--- src/rtl/imem_boot_loader_pkg.sv ---
// Shared types and constants for the instruction-memory boot loader.
package imem_loader_pkg;
  typedef enum logic [2:0] {
    HDR0, HDR1, DATA, WRITE, CHECK, DONE, ERR
  } state_e;

  localparam int HDR_BYTES  = 2;
  localparam int WORD_BYTES = 4;
endpackage

--- src/rtl/imem_boot_loader_if.sv ---
// Byte-stream input and instruction-memory write port of the boot loader.
interface imem_boot_loader_if;
  logic        rx_valid;
  logic [7:0]  rx_data;
  logic        rx_ready;
  logic        mem_we;
  logic [31:0] mem_addr;
  logic [31:0] mem_wd;

  modport master (output rx_valid, rx_data, input rx_ready, mem_we, mem_addr, mem_wd);
  modport slave  (input rx_valid, rx_data, output rx_ready, mem_we, mem_addr, mem_wd);
endinterface

--- src/rtl/imem_word_packer.sv ---
// Little-endian byte-to-word assembler: first byte shifted in lands in [7:0].
module imem_word_packer
  import imem_loader_pkg::*;
(
  input  logic        clk,
  input  logic        reset,
  input  logic        clr,
  input  logic        shift,
  input  logic [7:0]  data,
  output logic [31:0] word,
  output logic        last_byte,
  output logic        word_full
);
  localparam logic [1:0] LAST = 2'(WORD_BYTES - 1);

  logic [1:0] cnt;

  always_ff @(posedge clk) begin
    if (reset || clr) begin
      cnt       <= '0;
      word      <= '0;
      word_full <= 1'b0;
    end else if (shift) begin
      word <= {data, word[31:8]};
      cnt  <= cnt + 2'd1;
      if (cnt == LAST) word_full <= 1'b1;
    end
  end

  assign last_byte = (cnt == LAST);
endmodule

--- src/rtl/imem_boot_loader.sv ---
// Boot loader: streams a length-prefixed image into instruction memory, then releases core reset.
// Optional trailing XOR checksum byte enabled by IMEM_LOADER_CHECKSUM_EN.
module imem_boot_loader
  import imem_loader_pkg::*;
#(
  parameter int DEPTH = 1024,
  parameter int CNT_W = 16
) (
  input  logic                clk,
  input  logic                reset,
  imem_boot_loader_if.slave   bus,
  output logic                core_reset,
  output logic                done,
  output logic                err
);
  localparam int IDX_W = $clog2(DEPTH) + 1;

`ifdef IMEM_LOADER_CHECKSUM_EN
  localparam state_e AFTER_LAST = CHECK;
`else
  localparam state_e AFTER_LAST = DONE;
`endif

  state_e           state, state_nx;
  logic [IDX_W-1:0] idx;
  logic [7:0]       n_lo;
  logic [CNT_W-1:0] n;
  logic [CNT_W-1:0] hdr_n;
  logic             ready, accept, last_word;
  logic             last_byte, word_full;
  logic [31:0]      word;
  logic             we;
  logic [31:0]      addr, wd;

  assign accept    = bus.rx_valid && ready;
  assign hdr_n     = CNT_W'({bus.rx_data, n_lo});
  assign last_word = (32'(idx) + 32'd1) == 32'(n);

  imem_word_packer u_packer (
    .clk       (clk),
    .reset     (reset),
    .clr       (state == WRITE),
    .shift     (state == DATA && accept),
    .data      (bus.rx_data),
    .word      (word),
    .last_byte (last_byte),
    .word_full (word_full)
  );

  always_ff @(posedge clk) begin
    if (reset) state <= HDR0;
    else       state <= state_nx;
  end

  always_ff @(posedge clk) begin
    if (reset) begin
      idx  <= '0;
      n_lo <= '0;
      n    <= '0;
    end else begin
      if (state == HDR0 && accept) n_lo <= bus.rx_data;
      if (state == HDR1 && accept) n    <= hdr_n;
      if (state == WRITE)          idx  <= idx + 1'b1;
    end
  end

`ifdef IMEM_LOADER_CHECKSUM_EN
  logic [7:0] csum;

  always_ff @(posedge clk) begin
    if (reset)                        csum <= '0;
    else if (state == DATA && accept) csum <= csum ^ bus.rx_data;
  end
`endif

  always_comb begin
    state_nx = state;
    case (state)
      HDR0:  if (accept) state_nx = HDR1;
      HDR1:
        if (accept) begin
          // Full-width compare so an oversized header cannot alias into range.
          if (hdr_n == '0)                    state_nx = DONE;
          else if (32'(hdr_n) > 32'(DEPTH))   state_nx = ERR;
          else                                state_nx = DATA;
        end
      DATA:  if (accept && last_byte) state_nx = WRITE;
      WRITE: state_nx = last_word ? AFTER_LAST : DATA;
`ifdef IMEM_LOADER_CHECKSUM_EN
      CHECK: if (accept) state_nx = (bus.rx_data == csum) ? DONE : ERR;
`else
      CHECK: state_nx = ERR;
`endif
      DONE:  state_nx = DONE;
      ERR:   state_nx = ERR;
      default: state_nx = ERR;
    endcase
  end

  always_comb begin
    ready      = 1'b0;
    we         = 1'b0;
    addr       = '0;
    wd         = '0;
    core_reset = 1'b1;
    done       = 1'b0;
    err        = 1'b0;
    if (!reset) begin
      case (state)
        HDR0, HDR1, DATA, CHECK: ready = 1'b1;
        WRITE: begin
          we   = word_full;
          addr = 32'(idx) << 2;
          wd   = word;
        end
        DONE: begin
          core_reset = 1'b0;
          done       = 1'b1;
        end
        ERR:     err = 1'b1;
        default: ;
      endcase
    end
  end

  assign bus.rx_ready = ready;
  assign bus.mem_we   = we;
  assign bus.mem_addr = addr;
  assign bus.mem_wd   = wd;
endmodule
--- src/flat_wrapper.sv ---
// flat-port wrapper written by rule: the top's interface ports become plain ports
module imem_boot_loader_flat import imem_loader_pkg::*;
#(
  parameter int DEPTH = 1024,
  parameter int CNT_W = 16
)
  (clk, reset, core_reset, done, err, bus_rx_valid, bus_rx_data, bus_rx_ready, bus_mem_we, bus_mem_addr, bus_mem_wd);
  imem_boot_loader_if bus_i ();
  input  logic clk;
  input  logic reset;
  output logic core_reset;
  output logic done;
  output logic err;
  input wire logic [$bits(bus_i.rx_valid)-1:0] bus_rx_valid;
  input wire logic [$bits(bus_i.rx_data)-1:0] bus_rx_data;
  output wire logic [$bits(bus_i.rx_ready)-1:0] bus_rx_ready;
  output wire logic [$bits(bus_i.mem_we)-1:0] bus_mem_we;
  output wire logic [$bits(bus_i.mem_addr)-1:0] bus_mem_addr;
  output wire logic [$bits(bus_i.mem_wd)-1:0] bus_mem_wd;
  assign bus_i.rx_valid = bus_rx_valid;
  assign bus_i.rx_data = bus_rx_data;
  assign bus_rx_ready = bus_i.rx_ready;
  assign bus_mem_we = bus_i.mem_we;
  assign bus_mem_addr = bus_i.mem_addr;
  assign bus_mem_wd = bus_i.mem_wd;
  imem_boot_loader #(.DEPTH(DEPTH), .CNT_W(CNT_W)) u_core (.clk(clk), .reset(reset), .bus(bus_i), .core_reset(core_reset), .done(done), .err(err));
endmodule
--- config.mk ---
export PLATFORM = sky130hd
export DESIGN_NAME = imem_boot_loader_flat
export DESIGN_NICKNAME = d
export VERILOG_FILES = /design/src/rtl/imem_boot_loader_pkg.sv /design/src/rtl/imem_boot_loader_if.sv /design/src/rtl/imem_word_packer.sv /design/src/rtl/imem_boot_loader.sv /design/src/flat_wrapper.sv
export SDC_FILE = /design/constraint.sdc
export NUM_CORES = 1
export LEC_CHECK = 0
export ABC_AREA = 1
export BUFFER_PORTS_ARGS = -buffer_cell sky130_fd_sc_hd__buf_2
export CAP_MARGIN = 10
export CORE_MARGIN = 2
export CORE_UTILIZATION = 40
export CTS_BUF_LIST = sky130_fd_sc_hd__clkbuf_4 sky130_fd_sc_hd__clkbuf_8
export DETAILED_ROUTE_END_ITERATION = 6
export GPL_TIMING_DRIVEN = 0
export PLACE_DENSITY = 0.62
export SLEW_MARGIN = 0
export SYNTH_ARGS = -nofsm -noshare
export SYNTH_HDL_FRONTEND = slang
export SYNTH_SLANG_ARGS = --single-unit
--- constraint.sdc ---
create_clock -name clk -period 1.5 [get_ports clk]
set_input_delay 0.3 -clock clk [delete_from_list [all_inputs] [get_ports clk]]
set_output_delay 0.3 -clock clk [all_outputs]
set_load 0.01 [all_outputs]
# --- Yosys cells after proc, flatten, opt, wreduce, memory -nomap -nowiden ---
# Cells that the tools add are included.
word_totals:
  ff_bits: 73
  inputBits: 11
  out_inout_bits: 69
  elab_cells: 54
op_classes:
  n_addsub: 3
  order_cmp: 1
  n_eq_ne: 11
  mux: 21
  n_reduce_logical: 11
ops:
  columns: ["op", "count"]
  rows:
  - ["2-to-1 mux 32 bit", 3]
  - ["equality test 32 x 16 -> 1 bit", 1]
  - ["2-to-1 mux 3 bit", 6]
  - ["greater-than comparator 16 x 11 -> 1 bit, second input constant", 1]
  - ["logical NOT 16 bit", 1]
  - ["case mux 3 bit (5 select lines)", 1]
  - ["2-to-1 mux 13 bit", 1]
  - ["adder 11 x 1 -> 12 bit, second input constant", 1]
  - ["adder 11 x 1 -> 11 bit, second input constant", 1]
  - ["2-to-1 mux 1 bit", 10]
  - ["equality test 3 bit, second input constant", 3]
  - ["equality test 3 x 2 -> 1 bit, second input constant", 2]
  - ["logical AND 1 bit", 5]
  - ["!= test 2 x 1 -> 1 bit, second input constant", 2]
  - ["OR reduction 4 bit", 1]
  - ["equality test 3 x 1 -> 1 bit, second input constant", 1]
  - ["logical NOT 3 bit", 1]
  - ["AND reduction 3 bit", 1]
  - ["adder 2 x 1 -> 2 bit, second input constant", 1]
  - ["equality test 2 bit, second input constant", 1]
  - ["!= test 2 bit, second input constant", 1]
  - ["AND reduction 2 bit", 1]
  - ["logical OR 1 bit", 1]

# --- Depth between registers and ports, before layout ---
logic_depth:
  word_depth: 8
  depth_mapped: 15
  mapped_depth_nobuf: 15

# --- Cells and area by module ---
# From an unflattened synthesis, not the netlist that was laid out.
unflattened:
  hier_cells: 652
  area_unflattened_um2: 4043.9
by_module_without_submodules:
  columns: ["module", "instances", "cells_each", "area_each_um2", "seq_area_each_um2"]
  rows:
  - ["imem_boot_loader", 1, 430, 2573.7, 760.7]
  - ["imem_word_packer", 1, 222, 1470.2, 700.7]

# --- Worst setup path before layout ---
# No wires, ideal clock.
synth_path:
  path_kind: "flip-flop to flip-flop"
  start: "register u_core.state[1]"
  end: "register u_core.n[10]"
  setup_time_ps: 119
  t_arrival_ps: 1498
  t_required_ps: 1381
  setup_slack_ps: -117
  stages_incl_launch_ff: 11
  n_path_buf: 1
  period_less_slack_ps: 1617
  cell_sequence: "dfxtp_1 inv_2 nor2_1 nand2_2 a31oi_4 nand2_4 inv_2 nand2_2 buf_2 o21ai_0 a21oi_1"
synth_between:
  elab_chain_len: 6
  elab_cells_between_ends: 9
  classes_between: "eq/ne: 3; mux: 2; reduce/logical: 4"
synth_lines:
  columns: ["element", "line", "source"]
  rows:
  - ["start, declared", "imem_boot_loader.sv:24", "state_e state, state_nx;"]
  - ["start signal, assigned", "imem_boot_loader.sv:52", "else state <= state_nx;"]
  - ["equality test 3 bit, or another cell as far along", "imem_boot_loader.sv:109", "case (state)"]
  - ["OR reduction 4 bit *", "imem_boot_loader.sv:109", null]
  - ["2-to-1 mux 1 bit *", "imem_boot_loader.sv:109", null]
  - ["2-to-1 mux 1 bit *", "imem_boot_loader.sv:108", "if (!reset) begin"]
  - ["net bus_rx_ready", "flat_wrapper.sv:16", "output wire logic [$bits(bus_i.rx_ready)-1:0] bus_rx_ready;"]
  - ["logical AND 1 bit *", "imem_boot_loader.sv:35", "assign accept = bus.rx_valid && ready;"]
  - ["logical AND 1 bit *", "imem_boot_loader.sv:62", "if (state == HDR1 && accept) n <= hdr_n;"]
  - ["end signal, assigned", "imem_boot_loader.sv:62", null]
  - ["end, declared", "imem_boot_loader.sv:27", "logic [CNT_W-1:0] n;"]
# Mark *: on every way through the listed nets, which the timed path passes. The rest lies on a longest branch.
# A chain may end at the register's enable or synchronous reset.

# --- Worst setup path after layout ---
layout_path:
  start: "register u_core.state[0]"
  end: "output bus_mem_addr[2]"
layout_between:
  elab_chain_len: 3
layout_lines:
  columns: ["element", "line", "source"]
  rows:
  - ["equality test 3 x 2 -> 1 bit", "imem_boot_loader.sv:109", null]
  - ["2-to-1 mux 13 bit", "imem_boot_loader.sv:109", null]
  - ["2-to-1 mux 32 bit", "imem_boot_loader.sv:108", null]
  - ["end, declared", "flat_wrapper.sv:18", "output wire logic [$bits(bus_i.mem_addr)-1:0] bus_mem_addr;"]
# No other way between the ends.

==> reports/summary.txt <==
Clk pwr share = 25.7%
Die Area = 9910 um^2
Global Route Usage Sum = 20.9%
largest net degree at the start of global routing = 15
setup ws final = -370 ps
Worst path most repeated cell = nor2_4
first-iteration detailed-routing DRC count = 211
share of post-route cells with drive strength above 1 = 41.4%
violated checks = negative setup slack
vias in the first global route = 3458
R2R depth = 10
post-synthesis sequential area ratio = 40.0%
ys async rst share = 0%
area of the multi-input gates = 2200 um^2
area delta synth->final = 49.7%
Fin. Hold Viols = 0
worst hold stages = 3
number of max-cap violations = 0
# setup viols final = 119
io pins = 80
antenna violations before repair = 0
Reg power frac = 38.4%
Post-synth EDFFs = 0
First-pass DRT Iterations = 4
CTS tree = done
CP peak stage delay = 360 ps
vias = 3876
Layout Cells excl Fill = 775
DRT antenna net count = 0
hpwl dp = 7080 um
Tcrit/Tclk final = 125%
worst endpoint required time = 1200 ps
register bit total from synthesis = 73
Hold Path Class = in2reg
outcome = complete, but fails checks
ys flop type = dfxtp_1
Leakage = 2.28 nW
grt ovf = 0
IO buf count = 57
Skew-Pair Late Insertion Delay = 350 ps
Mean Syn Cell Area = 6.75 um^2
Root Driver = clkbuf_8
antenna cells = 0
Final #Nets = 675
final WL = 11000 um
CP Launch Type = flop
vias per inst = 5.00
Reg clk slew, reported paths = 80 ps
row count = 34
Syn Std Cell Area = 3650 um^2
worst rel slew slack = 37.3%
Inst Count DP = 726
top cells by area, synth = dfxtp_1 (40%), inv_1 (8.4%), nor2_1 (8.3%)
Initial Util = 41.5%
Slew @ Worst Pin = 940 ps
CP max stage cell = dfxtp_2
Internal Power = 3.92 mW
VDD IR-drop max = 1190 uV
crit-path max FO = 6
Synth top area share = 40.0%
cts bufs inserted = 9
Routed WL per cell = 14.2 um
min cycle time layout = 1870 ps
H-tree Lvls = 3
CP cell instances = inv_4 > nor2_4 > nand2_2 > clkinv_4 > nand2_8 > clkbuf_16 > nor2_4 > buf_6
RSZ-0062 raised after global routing = yes
synth cell count leaders = inv_1 (82), nor2_1 (81), nand2_1 (78)
Max Transition Viols Final = 0
Switching Fraction = 37.5%
DR DRC count = 0
CP Capture Type = output pin
Net Switching = 2.35 mW
synth warn = 0
combinational fraction of design power = 35.9%
Fin Clk Skew = 9.96 ps
PwrDens = 1150 nW/um^2
Syn Inst Count = 541
clock sink count = 73
CORE AREA = 8810 um^2
sequential standard cell area = 1490 um^2
Setup CP Type = reg2out
most common cell in the synthesized netlist = inv_1
Pwr Total = 6.28 mW
CP arrival = 1570 ps
CTS Buffer Depth = 2
Die W = 99.6 um
post-synth cell types = 29
fmax = 0.535 GHz
RD Place Congestion = 0.895
leading area contributor after synthesis = dfxtp_1
die span in y = 99.6 um
first-pass GRT wire length = 16600 um
Fill cells = 774
-- layout by cell type, fill, tap and decap left out, types with 9 or more instances in the layout --
cell type   n
a21oi_1    49
a21oi_2    10
buf_2      49
buf_4      40
buf_6      23
clkbuf_8    9
conb_1     21
dfxtp_1    63
inv_1      76
nand2_1    64
nand2_2    13
nand3_1    21
nor2_1     38
nor2_2     25
nor2_4     21
o21ai_0    10
o21ai_1    30
o21ai_2    12
-- layout make-up --
cell class | count | area share, %
clock inverters | 7 | 1.42
inverters | 88 | 6.47
plain buffers | 43 | 7.57
well taps | 108 | 2.47
repair buffers | 88 | 12.3
flip-flops and latches | 73 | 27.2
clock buffers | 9 | 2.26
multi-input cells | 359 | 40.3
-- worst max-delay path, delay by kind of cell (launching register included) --
kind	cells	cell delay, ps
buffers and inverters	4	450
flip-flops	1	360
AND/OR/NAND/NOR	4	400
-- power groups by stage --
| stage | Combinational (mW) | Clock, mW | Sequential (mW) |
|---|---|---|---|
| 5_1_grt | 2.44 | 1.73 | 2.44 |
| 4_1_cts | 1.73 | 1.62 | 2.36 |
| 3_5_place_dp | 1.47 | 0 | 2.40 |
| 6_report | 2.25 | 1.62 | 2.41 |
| 3_3_place_gp | 1.45 | 0 | 2.40 |
| 2_1_floorplan | 1.17 | 0 | 2.36 |
-- stage by stage --
step | area [um^2] | setup TNS [ps] | worst slack, ps | utilization [%] | hold slack, ps
2_1_floorplan | 3790 | -2410 | -65.8 | - | 430
3_3_place_gp | 4210 | -31710 | -543 | 47.8 | 439
6_report | 5470 | -26680 | -370 | 62.1 | 260
4_1_cts | 4800 | -22290 | -299 | 54.6 | 246
5_1_grt | 5470 | -35330 | -415 | 62.1 | 275
3_5_place_dp | 4210 | -34020 | -553 | 47.8 | 447
-- timing repair --
item | in CTS | in global routing
setup endpoints to repair | 119 | 119
gates resized for setup | 71 | 136
cloned | 6 | 6
hold buffers | 0 | 0
buffers inserted | 12 | 9
pin swaps | 8 | 20
-- cells by family after synthesis --
logic type                 Yosys count  synth area share, %
buffers and inverters              131                 16.7
and+or+nand+nor                    203                 23.5
AOI/OAI and AO/OA                  130                 18.8
xor gates and xnor gates             1                0.240
DFF                                 73                 40.0
adders and majority gates            2                0.685
other                                1                0.103
-- flip-flops by register name (all words and copies together), names as in the netlist --
| name | cells |
|---|---|
| u_core.idx | 11 |
| u_core.n | 16 |
| u_core.n_lo | 8 |
| u_core.state | 3 |
| u_core.u_packer.cnt | 2 |
| u_core.u_packer.word | 32 |
| u_core.u_packer.word_full | 1 |
-- routing by layer --
metal	track usage, %	routed length (um)	up-vias
met1	29.9	5190	1794
met3	4.29	484	23
met5	0	0	-
met4	7.38	263	0
met2	31.1	5080	117
li1	-	-	1942
-- worst paths after layout --
kind	slack (ps)	startpoint	endpoint
worst max-delay path	-370	u_core.state[0]	bus_mem_addr[2]
worst min-delay path	260	bus_rx_data[0]	u_core.u_packer.word[24]
worst max register to register	-230	u_core.state[0]	u_core.u_packer.word[29]
worst min register to register	460	u_core.n[12]	u_core.n[12]
No activity file was read; power rests on OpenSTA's default activity.
